--- src/rtl/mem_access_unit_pkg.sv ---
// Shared definitions for the MEM-stage load/store unit: size encodings,
// FSM state type and the alignment rule.
package mips_mem_pkg;

  localparam logic [1:0] SZ_BYTE = 2'b00;
  localparam logic [1:0] SZ_HALF = 2'b01;
  localparam logic [1:0] SZ_WORD = 2'b10;

  typedef enum logic {
    IDLE,
    RMW_WR
  } state_t;

  // Reserved size (2'b11) is reported as not aligned so it takes the error path.
  function automatic logic is_aligned(input logic [1:0] size, input logic [1:0] addr_lo);
    logic ok;
    ok = 1'b0;
    case (size)
      SZ_BYTE: ok = 1'b1;
      SZ_HALF: ok = ~addr_lo[0];
      SZ_WORD: ok = (addr_lo == 2'b00);
      default: ok = 1'b0;
    endcase
    return ok;
  endfunction

endpackage

--- src/rtl/mem_access_unit_if.sv ---
// Request/response handshake between the EX/MEM pipeline register and the
// load/store unit.
interface mem_access_unit_if #(
  parameter int ADDR_WIDTH = 32,
  parameter int DATA_WIDTH = 32
);
  logic                  req_valid;
  logic                  req_ready;
  logic                  req_store;
  logic [1:0]            req_size;
  logic                  req_signed;
  logic [ADDR_WIDTH-1:0] req_addr;
  logic [DATA_WIDTH-1:0] req_wdata;
  logic                  rsp_valid;
  logic [DATA_WIDTH-1:0] rsp_rdata;
  logic                  rsp_err;

  modport master (
    output req_valid, req_store, req_size, req_signed, req_addr, req_wdata,
    input  req_ready, rsp_valid, rsp_rdata, rsp_err
  );

  modport slave (
    input  req_valid, req_store, req_size, req_signed, req_addr, req_wdata,
    output req_ready, rsp_valid, rsp_rdata, rsp_err
  );
endinterface

--- src/rtl/mem_access_unit_align.sv ---
// Big-endian byte-lane steering: load extract/extend and sub-word store merge.
// Purely combinational.
module byte_lane_align
  import mips_mem_pkg::*;
(
  input  logic [1:0]  addr_lo,
  input  logic [1:0]  size,
  input  logic        is_signed,
  input  logic [31:0] rd_word,
  output logic [31:0] ld_data,
  input  logic [31:0] old_word,
  input  logic [31:0] st_data,
  output logic [31:0] merged
);

  // Byte 0 sits in [31:24], so the right-shift to the lane is (3 - addr_lo) * 8.
  logic [4:0]  byte_sh;
  logic [4:0]  half_sh;
  logic [31:0] byte_shifted;
  logic [31:0] half_shifted;
  logic [7:0]  byte_v;
  logic [15:0] half_v;

  assign byte_sh      = {~addr_lo, 3'b000};
  assign half_sh      = {~addr_lo[1], 4'b0000};
  assign byte_shifted = rd_word >> byte_sh;
  assign half_shifted = rd_word >> half_sh;
  assign byte_v       = byte_shifted[7:0];
  assign half_v       = half_shifted[15:0];

  // Load path: pick the addressed lane and extend to a full word.
  always_comb begin
    ld_data = '0;
    case (size)
      SZ_BYTE: ld_data = is_signed ? {{24{byte_v[7]}}, byte_v} : {24'h000000, byte_v};
      SZ_HALF: ld_data = is_signed ? {{16{half_v[15]}}, half_v} : {16'h0000, half_v};
      SZ_WORD: ld_data = rd_word;
      default: ld_data = '0;
    endcase
  end

  // Store path: replace only the addressed lane(s) of the old word.
  always_comb begin
    merged = old_word;
    case (size)
      SZ_BYTE: merged = (old_word & ~(32'h000000FF << byte_sh)) |
                        ({24'h000000, st_data[7:0]} << byte_sh);
      SZ_HALF: merged = (old_word & ~(32'h0000FFFF << half_sh)) |
                        ({16'h0000, st_data[15:0]} << half_sh);
      SZ_WORD: merged = st_data;
      default: merged = old_word;
    endcase
  end

endmodule

--- src/rtl/mem_access_unit.sv ---
// MEM-stage load/store unit in front of a word-addressed data memory.
// Loads and word stores complete in one cycle; byte/half stores are a
// read-modify-write spanning the accept cycle and one RMW_WR cycle.
module mem_access_unit
  import mips_mem_pkg::*;
#(
  parameter int ADDR_WIDTH = 32,
  parameter int DATA_WIDTH = 32
) (
  input  logic                  clk,
  input  logic                  rst_n,
  mem_access_unit_if.slave      bus,
  output logic [ADDR_WIDTH-1:0] mem_addr,
  output logic                  mem_cs,
  output logic                  mem_we,
  output logic [DATA_WIDTH-1:0] mem_wdata,
  input  logic [DATA_WIDTH-1:0] mem_rdata
);

  if (DATA_WIDTH != 32) begin : g_bad_data_width
    $error("mem_access_unit: DATA_WIDTH must be 32");
  end
  if (ADDR_WIDTH < 3) begin : g_bad_addr_width
    $error("mem_access_unit: ADDR_WIDTH must be at least 3");
  end

  state_t                state_q, state_d;
  logic                  accept;
  logic                  aligned;
  logic                  go;
  logic                  sub_store;
  logic [ADDR_WIDTH-1:0] word_addr;
  logic [ADDR_WIDTH-1:0] last_addr_q;
  logic [ADDR_WIDTH-1:0] rmw_addr_q;
  logic [31:0]           merge_q;
  logic [31:0]           ld_data;
  logic [31:0]           merged;

  assign accept    = bus.req_valid && (state_q == IDLE);
  assign aligned   = is_aligned(bus.req_size, bus.req_addr[1:0]);
  assign go        = accept && aligned;
  assign sub_store = bus.req_store && (bus.req_size != SZ_WORD);
  assign word_addr = {bus.req_addr[ADDR_WIDTH-1:2], 2'b00};

  byte_lane_align u_align (
    .addr_lo   (bus.req_addr[1:0]),
    .size      (bus.req_size),
    .is_signed (bus.req_signed),
    .rd_word   (mem_rdata),
    .ld_data   (ld_data),
    .old_word  (mem_rdata),
    .st_data   (bus.req_wdata),
    .merged    (merged)
  );

  // State register.
  always_ff @(posedge clk or negedge rst_n) begin
    if (!rst_n) state_q <= IDLE;
    else        state_q <= state_d;
  end

  // Next state: only an aligned sub-word store leaves IDLE.
  always_comb begin
    state_d = state_q;
    case (state_q)
      IDLE:    if (go && sub_store) state_d = RMW_WR;
      RMW_WR:  state_d = IDLE;
      default: state_d = IDLE;
    endcase
  end

  // Memory port and ready, combinational from state and the live request.
  always_comb begin
    bus.req_ready = (state_q == IDLE);
    mem_cs        = 1'b0;
    mem_we        = 1'b0;
    mem_addr      = last_addr_q;
    mem_wdata     = merge_q;
    case (state_q)
      IDLE: begin
        if (go) begin
          mem_cs   = 1'b1;
          mem_addr = word_addr;
          if (bus.req_store && !sub_store) begin
            mem_we    = 1'b1;
            mem_wdata = bus.req_wdata;
          end
        end
      end
      RMW_WR: begin
        mem_cs   = 1'b1;
        mem_we   = 1'b1;
        mem_addr = rmw_addr_q;
        mem_wdata = merge_q;
      end
      default: ;
    endcase
  end

  // Response registers, RMW merge state and the held memory address.
  always_ff @(posedge clk or negedge rst_n) begin
    if (!rst_n) begin
      bus.rsp_valid <= 1'b0;
      bus.rsp_rdata <= '0;
      bus.rsp_err   <= 1'b0;
      merge_q       <= '0;
      rmw_addr_q    <= '0;
      last_addr_q   <= '0;
    end else begin
      if (mem_cs) last_addr_q <= mem_addr;
      if (go && sub_store) begin
        merge_q    <= merged;
        rmw_addr_q <= word_addr;
      end
      bus.rsp_valid <= (accept && !(aligned && sub_store)) || (state_q == RMW_WR);
      bus.rsp_err   <= accept && !aligned;
      bus.rsp_rdata <= (go && !bus.req_store) ? ld_data : '0;
    end
  end

endmodule

--- src/flat_wrapper.sv ---
// flat-port wrapper written by rule: the top's interface ports become plain ports
module mem_access_unit_flat import mips_mem_pkg::*;
#(
  parameter int ADDR_WIDTH = 32,
  parameter int DATA_WIDTH = 32
)
  (clk, rst_n, mem_addr, mem_cs, mem_we, mem_wdata, mem_rdata, bus_req_valid, bus_req_store, bus_req_size, bus_req_signed, bus_req_addr, bus_req_wdata, bus_req_ready, bus_rsp_valid, bus_rsp_rdata, bus_rsp_err);
  mem_access_unit_if #(.ADDR_WIDTH(ADDR_WIDTH), .DATA_WIDTH(DATA_WIDTH)) bus_i ();
  input  logic clk;
  input  logic rst_n;
  output logic [ADDR_WIDTH-1:0] mem_addr;
  output logic mem_cs;
  output logic mem_we;
  output logic [DATA_WIDTH-1:0] mem_wdata;
  input  logic [DATA_WIDTH-1:0] mem_rdata;
  input wire logic [$bits(bus_i.req_valid)-1:0] bus_req_valid;
  input wire logic [$bits(bus_i.req_store)-1:0] bus_req_store;
  input wire logic [$bits(bus_i.req_size)-1:0] bus_req_size;
  input wire logic [$bits(bus_i.req_signed)-1:0] bus_req_signed;
  input wire logic [$bits(bus_i.req_addr)-1:0] bus_req_addr;
  input wire logic [$bits(bus_i.req_wdata)-1:0] bus_req_wdata;
  output wire logic [$bits(bus_i.req_ready)-1:0] bus_req_ready;
  output wire logic [$bits(bus_i.rsp_valid)-1:0] bus_rsp_valid;
  output wire logic [$bits(bus_i.rsp_rdata)-1:0] bus_rsp_rdata;
  output wire logic [$bits(bus_i.rsp_err)-1:0] bus_rsp_err;
  assign bus_i.req_valid = bus_req_valid;
  assign bus_i.req_store = bus_req_store;
  assign bus_i.req_size = bus_req_size;
  assign bus_i.req_signed = bus_req_signed;
  assign bus_i.req_addr = bus_req_addr;
  assign bus_i.req_wdata = bus_req_wdata;
  assign bus_req_ready = bus_i.req_ready;
  assign bus_rsp_valid = bus_i.rsp_valid;
  assign bus_rsp_rdata = bus_i.rsp_rdata;
  assign bus_rsp_err = bus_i.rsp_err;
  mem_access_unit #(.ADDR_WIDTH(ADDR_WIDTH), .DATA_WIDTH(DATA_WIDTH)) u_core (.clk(clk), .rst_n(rst_n), .bus(bus_i), .mem_addr(mem_addr), .mem_cs(mem_cs), .mem_we(mem_we), .mem_wdata(mem_wdata), .mem_rdata(mem_rdata));
endmodule
--- config.mk ---
export PLATFORM = sky130hd
export DESIGN_NAME = mem_access_unit_flat
export DESIGN_NICKNAME = d
export VERILOG_FILES = /design/src/rtl/mem_access_unit_pkg.sv /design/src/rtl/mem_access_unit_if.sv /design/src/rtl/mem_access_unit_align.sv /design/src/rtl/mem_access_unit.sv /design/src/flat_wrapper.sv
export SDC_FILE = /design/constraint.sdc
export NUM_CORES = 1
export LEC_CHECK = 0
export ABC_CLOCK_PERIOD_IN_PS = 5920
export CORE_ASPECT_RATIO = 1.75
export CORE_MARGIN = 2
export CORE_UTILIZATION = 47
export DETAILED_ROUTE_END_ITERATION = 16
export PLACE_DENSITY_LB_ADDON = 0.1
export SYNTH_ARGS = -nofsm -noshare
export SYNTH_HDL_FRONTEND = slang
export SYNTH_SLANG_ARGS = --single-unit
--- constraint.sdc ---
create_clock -name clk -period 5.92 [get_ports clk]
set_input_delay 1.776 -clock clk [delete_from_list [all_inputs] [get_ports clk]]
set_output_delay 1.776 -clock clk [all_outputs]
set_load 0.1 [all_outputs]
Yosys cells after proc, flatten, opt, wreduce, memory -nomap -nowiden
Cells that the tools add are included.
{"block": "word_totals", "n_memories": 0, "rom_bits": 0, "in_bits": 103, "ram_bits": 0, "latchBits": 0, "ff_bits": 129, "wordCells": 60}
{"block": "op_classes", "add_sub_neg": 0, "n_eq_ne": 3, "bitwise": 10, "n_lt_le_gt_ge": 0, "reduce_logical": 16, "n_div": 0, "n_mux": 18, "multipliers": 0, "n_shift": 6}
{"operator": "$mux W32", "count": 6}
{"operator": "$pmux W32 S3", "count": 2}
{"operator": "$pmux W32 S2", "count": 2}
{"operator": "$and A32 B32 Y32", "count": 2}
{"operator": "$not A32 Y32", "count": 2}
{"operator": "$or A32 B32 Y32", "count": 2}
{"operator": "$shl A16 B5 Y32", "count": 1}
{"operator": "$shl A16 B5 Y32 const A", "count": 1}
{"operator": "$shl A8 B5 Y32", "count": 1}
{"operator": "$shl A8 B5 Y32 const A", "count": 1}
{"operator": "$shr A32 B5 Y16", "count": 1}
{"operator": "$shr A32 B5 Y8", "count": 1}
{"operator": "$logic_and A1 B1 Y1", "count": 9}
{"operator": "$pmux W1 S2", "count": 3}
{"operator": "$logic_not A1 Y1", "count": 4}
{"operator": "$logic_not A2 Y1", "count": 2}
{"operator": "$mux W1", "count": 4}
{"operator": "$not A1 Y1", "count": 3}
{"operator": "$pmux W1 S3", "count": 1}
{"operator": "$eq A2 B1 Y1 const B", "count": 1}
{"operator": "$eq A2 B2 Y1 const B", "count": 1}
{"operator": "$ne A2 B2 Y1 const B", "count": 1}
{"operator": "$not A2 Y2", "count": 1}
{"operator": "$logic_or A1 B1 Y1", "count": 1}

Longest topological paths before layout
{"block": "logic_depth", "depth_word": 7, "mapped_depth": 8, "ltp_nobuf": 5}

By module
A second synthesis with hierarchy kept.
{"block": "unflattened", "cells_unflattened": 674, "area_unflattened_um2": 7639.8}
{"module": "mem_access_unit", "seq_area_each_um2": 3228.1, "area_per_inst_um2": 5644.2, "cells_per_inst": 399, "n_inst": 1}
{"module": "byte_lane_align", "seq_area_each_um2": 0.0, "area_per_inst_um2": 1995.7, "cells_per_inst": 275, "n_inst": 1}

Worst setup path after synthesis
No wires, ideal clock.
{"block": "synth_timing", "kind": "input port to output port", "start": "input port bus_req_addr[1]", "end": "output port mem_wdata[10]", "stages": 6, "path_buffers": 2, "slack_ns": 0.532, "required_time_ns": 4.144, "arrival_ns": 3.612, "cell_sequence": "buf_2 -> or3_4 -> a21oi_4 -> nand3_4 -> buf_2 -> mux2_1"}
{"block": "synth_via", "elab_chain_len": 5}
{"element": "start, declared", "line": "flat_wrapper.sv:20", "text": "input wire logic [$bits(bus_i.req_addr)-1:0] bus_req_addr;"}
{"element": "$logic_not A2 Y1", "line": "mem_access_unit_pkg.sv:21", "text": "SZ_WORD: ok = (addr_lo == 2'b00);"}
{"element": "$pmux W1 S3", "line": "mem_access_unit_pkg.sv:18", "text": "case (size)"}
{"element": "$logic_and A1 B1 Y1", "line": "mem_access_unit.sv:41", "text": "assign go = accept && aligned;"}
{"element": "$mux W32", "line": "mem_access_unit.sv:81", "text": "if (go) begin"}
{"element": "$pmux W32 S2", "line": "mem_access_unit.sv:79", "text": "case (state_q)"}
{"element": "end, declared", "line": "flat_wrapper.sv:14", "text": "output logic [DATA_WIDTH-1:0] mem_wdata;"}
Every way passes these cells.

Final worst setup path
{"block": "layout_timing", "start": "input port bus_req_addr[0]", "end": "output port mem_wdata[19]"}
{"block": "layout_via", "elab_chain_len": 5, "elab_cells_between_ends": 6}
{"element": "$logic_not A2 Y1 or $not A1 Y1 (tied branches)", "line": "mem_access_unit_pkg.sv:21, mem_access_unit_pkg.sv:20"}
{"element": "$pmux W1 S3 *", "line": "mem_access_unit_pkg.sv:18"}
{"element": "$logic_and A1 B1 Y1 *", "line": "mem_access_unit.sv:41"}
{"element": "$mux W32 *", "line": "mem_access_unit.sv:81"}
{"element": "$pmux W32 S2 *", "line": "mem_access_unit.sv:79"}
Every way passes the cells marked *; elsewhere a longest branch is shown, timed or not.

==> results_dict.tcl <==
set metrics [dict create \
    worst_slack_ns 0.1389 \
    seq_area_frac_synth_pct 44.93 \
    dp_hpwl_um 16700 \
    wl_per_cell_um 20.66 \
    cts_made_buffers 17 \
    ir_drop_uv 198.1 \
    synth-simple-area-share_pct 11.77 \
    finalInstanceArea_sq_um 10550 \
    setup_viol 0 \
    via_per_inst 5.997 \
    clock_latency_ns 0.41 \
    drc 0 \
    slew-limit-headroom_pct 10.48 \
    numPortBuffers 203 \
    synthXorXnorAreaFrac_pct 0 \
    antenna_found_initial 1 \
    drt_wl_total_um 23330 \
    cellPowerDensity_nw_per_um2 362.9 \
    drive_above_1_share_pct 15.64 \
    start_util_pct 48.18 \
    postSynthCellCount 768 \
    n_antenna_cell 0 \
    fin_util_pct 70.77 \
    critical_path_class "input pin to output pin" \
    grt_overflow 0 \
    leakage_nw 5.108 \
    synth_edf_count 0 \
    synthArstFlopShare_pct 100.0 \
    synth-compound-area-share_pct 26.82 \
    placed_area_sq_um 9911 \
    drtIter0Drc 357 \
    row_count 59 \
    cts_root_buf "clkbuf_16" \
    htreeDepth 4 \
    startpoint_type "input pin" \
    drt-pass1-iter-count 5 \
    synth_warnings 0 \
    synthToLayoutAreaGrowth_pct 46.88 \
    coreArea_sq_um 14910 \
    grt_max_degree 74 \
    drv_cap 0 \
    grt_pass1_vias 6895 \
    synth_mux_area_share_pct 11.86 \
    nets 1037 \
    fp.dieH_um 167.6 \
    drv_slew 0 \
    synth_area_sq_um 7184 \
    cp_num_buf_inv 4 \
    ant_nets 0 \
    synth_top_flop_cell "dfrtp_1" \
    cts_tree "yes" \
    syn_area_per_cell_sq_um 9.355 \
    max_freq_mhz 173.0 \
    synth_seq_cells 129 \
    grtUsageTotal_pct 28.10 \
    rsz0062_at_grt "false" \
    max_stage_delay_ns 0.46 \
    hold_violations 0 \
    routabilityCongestion 0.8873 \
    num_io_pins 204 \
    worstSetupEndpointType "output pin" \
    hold_path.class "flop to flop" \
    worst_ep_required_time_ns 4.14 \
    syn_nets 871 \
    critPathTopFamily "buffers and inverters" \
    synthDistinctLibCells 35 \
    vias 6771 \
    fin_crit_sh_pct 97.65 \
    die-area_sq_um 16330 \
    synth_top_family_by_area "compound AO/OA/AOI/OAI gates" \
    crit_chain "clkdlybuf4s50_1, or3_4, a21oi_4, buf_12, nand3_4, buf_6, mux2_1, buf_12" \
    cts.clk_slew.worst_paths_ns 0.06 \
    clockBufferDepth 2 \
    worst_path_most_repeated_cell "buf_12" \
    grt_pass1_wl_um 36450 \
    cts.sinks 129 \
    cts_setup_buffers 0 \
    worstPathMaxFanout 33 \
    worst_slew_pin_slew_ns 1.341 \
    synthAdderAreaFrac_pct 0 \
    cp.arrival_ns 4.01 \
    rrSetupSlack_ns 3.46 \
    pre_cts_ws_ns -0.04209 \
    critPathSlowestCell "clkdlybuf4s50_1" \
    status "completed" \
    die_w_um 97.46 \
    fin_skew_ns 0.01513 \
    post-route-min-period_ns 5.781 \
]
==> layer usage <==
metal  track usage [%]  vias to the layer above  part of all wire [%]
met5                 0                        -                 0.056
met4             18.00                        2                   6.6
met3             5.927                       81                   7.0
met2             47.68                      351                    51
met1             31.84                     3242                    36
li1                  -                     3095                     -
==> timing repair <==
action                     in CTS  in global routing
resized for setup               2                  3
setup endpoints to repair      31                 62
hold buffers                    0                  0
gates cloned                    0                  1
pin swaps                       0                  1
==> power by group <==
group / internal (mW) / total (mW) / leakage [nW] / switching (mW)
clock: 0.704 / 1.10 / 0.300 / 0.392
combinational: 0.589 / 1.65 / 3.16 / 1.06
sequential: 1.01 / 1.09 / 1.65 / 0.0755
total: 2.31 / 3.83 / 5.11 / 1.52
==> sequential cells by signal (all words and copies together) (netlist names) <==
register / cells
u_core.rmw_addr_q: 30
u_core.last_addr_q: 32
u_core.bus.rsp_rdata: 32
u_core.merge_q: 32
u_core.bus.rsp_err: 1
u_core.bus.rsp_valid: 1
u_core.state_q: 1
==> cell families after synthesis <==
kind of cell           after synthesis
AOI/OAI and AO/OA                  278
buffers and inverters               83
muxes                               80
DFF                                129
and+or+nand+nor                    198
==> per-stage QoR <==
step	cells	hold WS (ns)	TNS [ns]	total power [mW]
after floorplan	768	0.4442	0	2.112
after global placement	1097	0.4582	0	2.714
after detailed placement	1097	0.4646	-0.7610	2.743
after CTS	1128	0.4778	0	3.847
after global routing	1129	0.4881	0	3.960
final	1129	0.4758	0	3.830
==> worst paths after layout <==
check | from | to | depth (start not counted)
min in group asynchronous | rst_n | u_core.rmw_addr_q[25] | 1
min | u_core.last_addr_q[24] | u_core.last_addr_q[24] | 1
max | bus_req_addr[0] | mem_wdata[19] | 8
max in group asynchronous | rst_n | u_core.bus.rsp_rdata[31] | 2
max reg2reg | u_core.state_q | u_core.rmw_addr_q[23] | 5
min reg2reg | u_core.last_addr_q[24] | u_core.last_addr_q[24] | 1
==> layout make-up <==
cell class	instances	area, sq um
clock buffer	18	429.2
clock inverter	13	186.4
fill	1161	4359
inverter	14	52.55
multi-input combinational	557	3642
sequential	129	3228
tap	183	229.0
timing repair buffer	215	2785
==> Yosys cell counts (7+ instances only) <==
| library cell | n | area (sq um) |
|---|---|---|
| inv_1 | 14 | 52.55 |
| a211oi_1 | 8 | 60.06 |
| o22ai_1 | 16 | 100.1 |
| nand2_1 | 137 | 514.2 |
| o21ai_0 | 41 | 205.2 |
| nor3_1 | 9 | 45.04 |
| a22o_1 | 30 | 262.8 |
| a31oi_1 | 8 | 50.05 |
| a21o_1 | 69 | 518.0 |
| mux2_1 | 29 | 326.6 |
| a211o_1 | 7 | 61.31 |
| mux2_2 | 12 | 135.1 |
| o311a_1 | 16 | 160.2 |
| a22oi_1 | 8 | 60.06 |
| or2_2 | 16 | 100.1 |
| a21oi_1 | 53 | 265.3 |
| buf_1 | 9 | 33.78 |
| dfrtp_1 | 129 | 3228 |
| clkbuf_1 | 44 | 165.2 |
| o211ai_1 | 16 | 120.1 |
| nor2_1 | 22 | 82.58 |
| buf_2 | 16 | 80.08 |
| mux2i_1 | 39 | 390.4 |
==> layout by cell type, fill, tap and decap left out, types with 5 or more instances in the layout <==
cell / instances
a211o_1: 7
a211oi_1: 8
a21o_1: 69
a21oi_1: 53
a22o_1: 30
a22oi_1: 8
a31oi_1: 8
buf_12: 67
buf_4: 10
clkbuf_16: 17
clkdlybuf4s50_1: 133
dfrtp_1: 129
inv_1: 14
mux2_1: 29
mux2_2: 12
mux2i_1: 39
nand2_1: 137
nand2b_1: 5
nor2_1: 20
nor3_1: 9
o211ai_1: 16
o21ai_0: 41
o22ai_1: 16
o311a_1: 16
or2_2: 16
Power figures use the tool's default switching activity.
